<file path="src/rtl/msk_loop_ctrl.sv">
// Round iteration controller with a masked state register fed by a share-wise 2:1 MUX.
// Optional build macro MSK_LOOP_CLEAR_EN: wipe the state register on the DONE->IDLE edge.
module msk_loop_ctrl #(
  parameter int d      = 1,
  parameter int count  = 1,
  parameter int ROUNDS = 4,
  parameter int LAT    = 1
) (
  input  logic                          clk,
  input  logic                          rst,
  input  logic                          start,
  input  logic [count*d-1:0]            in_sharing,
  input  logic [count*d-1:0]            fb_sharing,
  output logic [count*d-1:0]            state_sharing,
  output logic                          mux_sel,
  output logic [$clog2(ROUNDS+1)-1:0]   round,
  output logic                          busy,
  output logic                          out_valid
);

  localparam int SW = count * d;
  localparam int RW = $clog2(ROUNDS + 1);
  localparam int WW = (LAT > 1) ? $clog2(LAT) : 1;

  localparam logic [WW-1:0] LAST_WAIT  = WW'(LAT - 1);
  localparam logic [RW-1:0] LAST_ROUND = RW'(ROUNDS - 1);

  typedef enum logic [1:0] {
    IDLE = 2'd0,
    RUN  = 2'd1,
    DONE = 2'd2
  } state_t;

  state_t          state_q, state_d;
  logic [RW-1:0]   round_q, round_d;
  logic [WW-1:0]   wait_q, wait_d;
  logic [SW-1:0]   sreg_q, sreg_d;
  logic            busy_q, busy_d;
  logic            out_valid_q, out_valid_d;
  logic            mux_sel_q, mux_sel_d;
  logic            load_en_s;
  logic            clr_s;
  logic [SW-1:0]   mux_s;

  // Bitwise select keeps every share on its own wire; the select never sees sharing data.
  assign mux_s = mux_sel_q ? in_sharing : fb_sharing;

  // Next-state, counter and register-update logic.
  always_comb begin
    state_d   = state_q;
    round_d   = round_q;
    wait_d    = wait_q;
    load_en_s = 1'b0;
    clr_s     = 1'b0;
    case (state_q)
      IDLE: begin
        if (start) begin
          load_en_s = 1'b1;
          round_d   = '0;
          wait_d    = '0;
          state_d   = RUN;
        end else begin
          state_d   = IDLE;
        end
      end
      RUN: begin
        if (wait_q == LAST_WAIT) begin
          load_en_s = 1'b1;
          wait_d    = '0;
          round_d   = round_q + RW'(1);
          if (round_q == LAST_ROUND) begin
            state_d = DONE;
          end else begin
            state_d = RUN;
          end
        end else begin
          wait_d    = wait_q + WW'(1);
        end
      end
      DONE: begin
        state_d = IDLE;
        round_d = '0;
`ifdef MSK_LOOP_CLEAR_EN
        clr_s   = 1'b1;
`else
        clr_s   = 1'b0;
`endif
      end
      default: begin
        state_d = IDLE;
        round_d = '0;
        wait_d  = '0;
      end
    endcase

    if (load_en_s) begin
      sreg_d = mux_s;
    end else if (clr_s) begin
      sreg_d = '0;
    end else begin
      sreg_d = sreg_q;
    end

    // Control outputs are registered images of the next state so they change with it.
    busy_d      = (state_d != IDLE);
    out_valid_d = (state_d == DONE);
    mux_sel_d   = (state_d == IDLE);
  end

  // State, counter, masked register and control output flops.
  always_ff @(posedge clk or posedge rst) begin
    if (rst) begin
      state_q     <= IDLE;
      round_q     <= '0;
      wait_q      <= '0;
      sreg_q      <= '0;
      busy_q      <= 1'b0;
      out_valid_q <= 1'b0;
      mux_sel_q   <= 1'b1;
    end else begin
      state_q     <= state_d;
      round_q     <= round_d;
      wait_q      <= wait_d;
      sreg_q      <= sreg_d;
      busy_q      <= busy_d;
      out_valid_q <= out_valid_d;
      mux_sel_q   <= mux_sel_d;
    end
  end

  assign state_sharing = sreg_q;
  assign round         = round_q;
  assign busy          = busy_q;
  assign out_valid     = out_valid_q;
  assign mux_sel       = mux_sel_q;

endmodule

</file>
<file path="config.mk">
export PLATFORM = sky130hd
export DESIGN_NAME = msk_loop_ctrl
export DESIGN_NICKNAME = d
export VERILOG_FILES = /design/src/rtl/msk_loop_ctrl.sv
export SDC_FILE = /design/constraint.sdc
export NUM_CORES = 1
export LEC_CHECK = 0
export ABC_AREA = 0
export CAP_MARGIN = 10
export CORE_AREA = 2 2 39 41
export DETAILED_ROUTE_END_ITERATION = 10
export DIE_AREA = 0 0 41 43
export PLACE_DENSITY = 0.52
export SETUP_SLACK_MARGIN = 0.4
export SLEW_MARGIN = 25
export SYNTH_ARGS = -nofsm -noshare
export SYNTH_HDL_FRONTEND = slang
export SYNTH_SLANG_ARGS = --single-unit
export TNS_END_PERCENT = 20
</file>
<file path="constraint.sdc">
create_clock -name clk -period 2.4 [get_ports clk]
set_clock_uncertainty 0.05 [all_clocks]
set_input_delay 0.24 -clock clk [delete_from_list [all_inputs] [get_ports clk]]
set_output_delay 0.24 -clock clk [all_outputs]
set_load 0.005 [all_outputs]
</file>
==> run summary <==
The flow ran to the end, and the final reports show no timing, DRC or antenna violations. Relative to the synthesized area, the layout overhead comes to 40.8%. The mean number of vias per cell was 4.32; the yosys synthesis warning count was 0.

Worst min-delay path category: input port to async pin. Counting flops with a built-in enable in the synthesized netlist gives 0. The worst register-to-register path has a depth of 4. The number of global-route vias before repair came out at 296. The full die area is 1760 µm².

The final period demand of the worst path was 1570 ps; the average wire length per cell after detail routing was 10.5 µm. Counting along the longest clock path gives a buffer depth of 2. The tools report the register share of total power as 0.439.

0 antenna diodes ended up in the layout. The fraction of registers with async set or reset after synthesis was 1.00; the reg-to-reg setup timing slack was 1060 ps. TritonCTS built the clock tree.

Element type at the critical path end: an output pin. The pin slew with the least headroom to its limit is 330 ps, and the total nets after synthesis is 39. Summing internal, switching and leakage power gives 0.619 mW. Data on the critical path arrives at its endpoint at 1280 ps.

The wire-length estimate of the detail-placed layout is 532 µm. The count of endpoints failing setup in the final report was 0; the leakage power of the design was 0.247 nW. Entering global routing, the biggest net connects 11 pins. The worst hold slack after final layout came out at 193 ps. The signal on the critical path passes through clkdlybuf4s50_1.

Floorplan die width: 41 µm. The tools report the peak ir drop on the vdd network as 377 µV. The synthesized flop and latch total works out to 9. The initialized floorplan defines 14 standard-cell rows. In this run the critical register-to-register path is launched from round[0]$_DFFE_PP0P_. In this run the critical register-to-register path is captured at round[2]$_DFFE_PP0P_. In the final design database the tool counted 55 nets. Clock tree synthesis selected as its root buffer the cell clkbuf_4.

The switching part of the total was 0.291. The slowest cell on the critical path is dfstp_2. Setup TNS after final layout: 0 ps.

Yosys mapped the design onto 12 distinct sky130hd cell types. After synthesis, the mean cell area works out to 12.1 µm². Measured along the y axis, the die boundary spans 43 µm.

Cell internal power was estimated by the tool at 0.439 mW. The count of nets left with antenna violations once routing finished came out at 0. The first global-routing pass estimated 1210 µm of wire. The run gives 517 µm² as the post-placement cell area. Core region area: 1380 µm². Buffers inserted to repair hold after CTS numbered 0. The number of max-slew violations in the final report is 0, and the sum of routed wire length over all layers is 661 µm. The clock net in this run drives a total of 9 sinks. The run gives 0 as the number of gates resized after CTS. Top cell family by delay on the critical path: flip-flops. The final core utilization is 0.393, and the buffers plus inverters on the worst setup path is 1. The via count of the routed design was 272; the number of buffers inserted by post-CTS setup repair was 0.

Synthesis produced 32 cells. The logs give 636 MHz for the top achievable clock speed and 544 µm² for the final design area excluding fillers. The initial core utilization is 0.279. At the worst endpoint, the required time is 2110 ps. During placement, the flow inserted port buffers numbering 11. Number of I/O pins: 12. Setup repair after global routing left no endpoint under its margin.

Main flop type after synthesis: dfrtp_1. The share of the clock period used by the worst path is 0.655. The commonest cells after synthesis are dfrtp_1, a21oi_1, inv_1, or2b_1, or3b_1. Of all nets on the critical path, the largest fanout is 2. The total number of H-tree levels was 1; the routability congestion estimate was 0.625.

Proportion of power drawn by the clock network: 0.182. Cell type with the highest aggregate area in the netlist: dfrtp_1. The max-cap violation count is 0, and the number of detailed-route iterations in the first pass is 3. At the later pin of the worst-skew pair, clock insertion delay measures 260 ps. For this run the aggregate overflow at the end of global routing stands at 0.

The logs give 3 for the number of buffers created by CTS and 0.379 for the part of the power in combinational logic. Critical path startpoint category: a flop. After the first detailed-routing iteration, the DRC count stood at 3. Yosys instantiated no cell more often than dfrtp_1.

By area the synthesized netlist is led by dfrtp_1, dfstp_2, or3b_1. The overall track demand over capacity in global routing came out at 0.110. For the number of antenna violations at the first check in global routing, the log shows 0.

The critical path in this run is classified as flop to output pin. The worst-case headroom to the max-slew limit is 0.780, and the detailed-route DRC error count is 0. The sequential share of the synthesized area is 0.586, and the area of the mapped netlist is 387 µm². Power spread over the standard cell area amounts to 1140 nW/µm². The clock transition at the registers of the reported paths is 60 ps, and the ratio of cells with drive above 1 in the final layout is 0.170. The top-area cell type share of the netlist area works out to 0.518. The maximum cell stage delay along the critical path works out to 530 ps.

The run gives 0.180 mW as the switching power of the nets. The tools report the final hold violation count as 0.
==> how the worst max path moves through the flow <==
| stage | start | to | slack (ps) | cells past startpoint |
|---|---|---|---|---|
| after floorplan | round[0]$_DFFE_PP0P_ | round[2]$_DFFE_PP0P_ | 1120 | 4 |
| after global placement | start | state_sharing$_DFFE_PP0P_ | 990 | 3 |
| after detailed placement | start | state_sharing$_DFFE_PP0P_ | 950 | 3 |
| after CTS | mux_sel$_DFF_PP1_ | mux_sel | 800 | 1 |
| after global routing | mux_sel$_DFF_PP1_ | mux_sel | 770 | 1 |
| final | mux_sel$_DFF_PP1_ | mux_sel | 830 | 1 |
==> cells in the final DEF, fill, tap and decap left out <==
cell type        synthesis  final
a21oi_1                  4      4
clkbuf_4                 0      3
clkdlybuf4s50_1          0     11
clkinv_2                 0      1
dfrtp_1                  8      8
dfstp_2                  1      1
ha_1                     2      2
inv_1                    3      3
mux2_2                   2      2
nand2_1                  2      2
nand2b_1                 1      1
nor2_1                   2      2
o21bai_2                 1      1
or2b_1                   3      3
or3b_1                   3      3
==> layer usage <==
metal | share of wire | track usage | vias to the layer above
li1 | - | - | 136
met1 | 0.39 | 0.114 | 127
met2 | 0.54 | 0.166 | 7
met3 | 0.062 | 0.0471 | 2
met4 | 0.0061 | 0.0800 | 0
met5 | 0 | 0 | -
==> cell families (layout without fill, tap and decap cells) <==
kind of cell / Yosys count / count (layout) / share of synthesized area
muxes: 2 / 2 / 0.0582
AOI/OAI and AO/OA: 5 / 5 / 0.0809
and+or+nand+nor: 11 / 11 / 0.181
adders and majority gates: 2 / 2 / 0.0647
buffers and inverters: 3 / 18 / 0.0291
DFF: 9 / 9 / 0.586
==> power groups by stage <==
stage | Combinational [mW] | Sequential, mW | Clock, mW
after floorplan | 0.114 | 0.269 | 0
final | 0.234 | 0.272 | 0.113
after global placement | 0.235 | 0.270 | 0
after CTS | 0.241 | 0.274 | 0.121
after detailed placement | 0.239 | 0.277 | 0
after global routing | 0.263 | 0.285 | 0.135
==> through the flow <==
| step | setup WS, ps | std cells |
|---|---|---|
| after detailed placement | 954 | 59 |
| after CTS | 804 | 63 |
| after global placement | 986 | 59 |
| after global routing | 769 | 63 |
| final | 828 | 63 |
| after floorplan | 1120 | 32 |
==> flip-flops by register name (all words and copies together), names as in the netlist <==
signal	count
state_sharing	1
out_valid	1
state_q	2
round	3
mux_sel	1
busy	1
==> layout make-up <==
cell class | count | area, µm²
fill | 138 | 840
sequential | 9 | 226
multi-input combinational | 20 | 149
timing repair buffer | 11 | 110
clock buffer | 3 | 22.5
tap | 16 | 20.0
inverter | 3 | 11.3
clock inverter | 1 | 5.00
No activity file was read; power rests on OpenSTA's default activity.
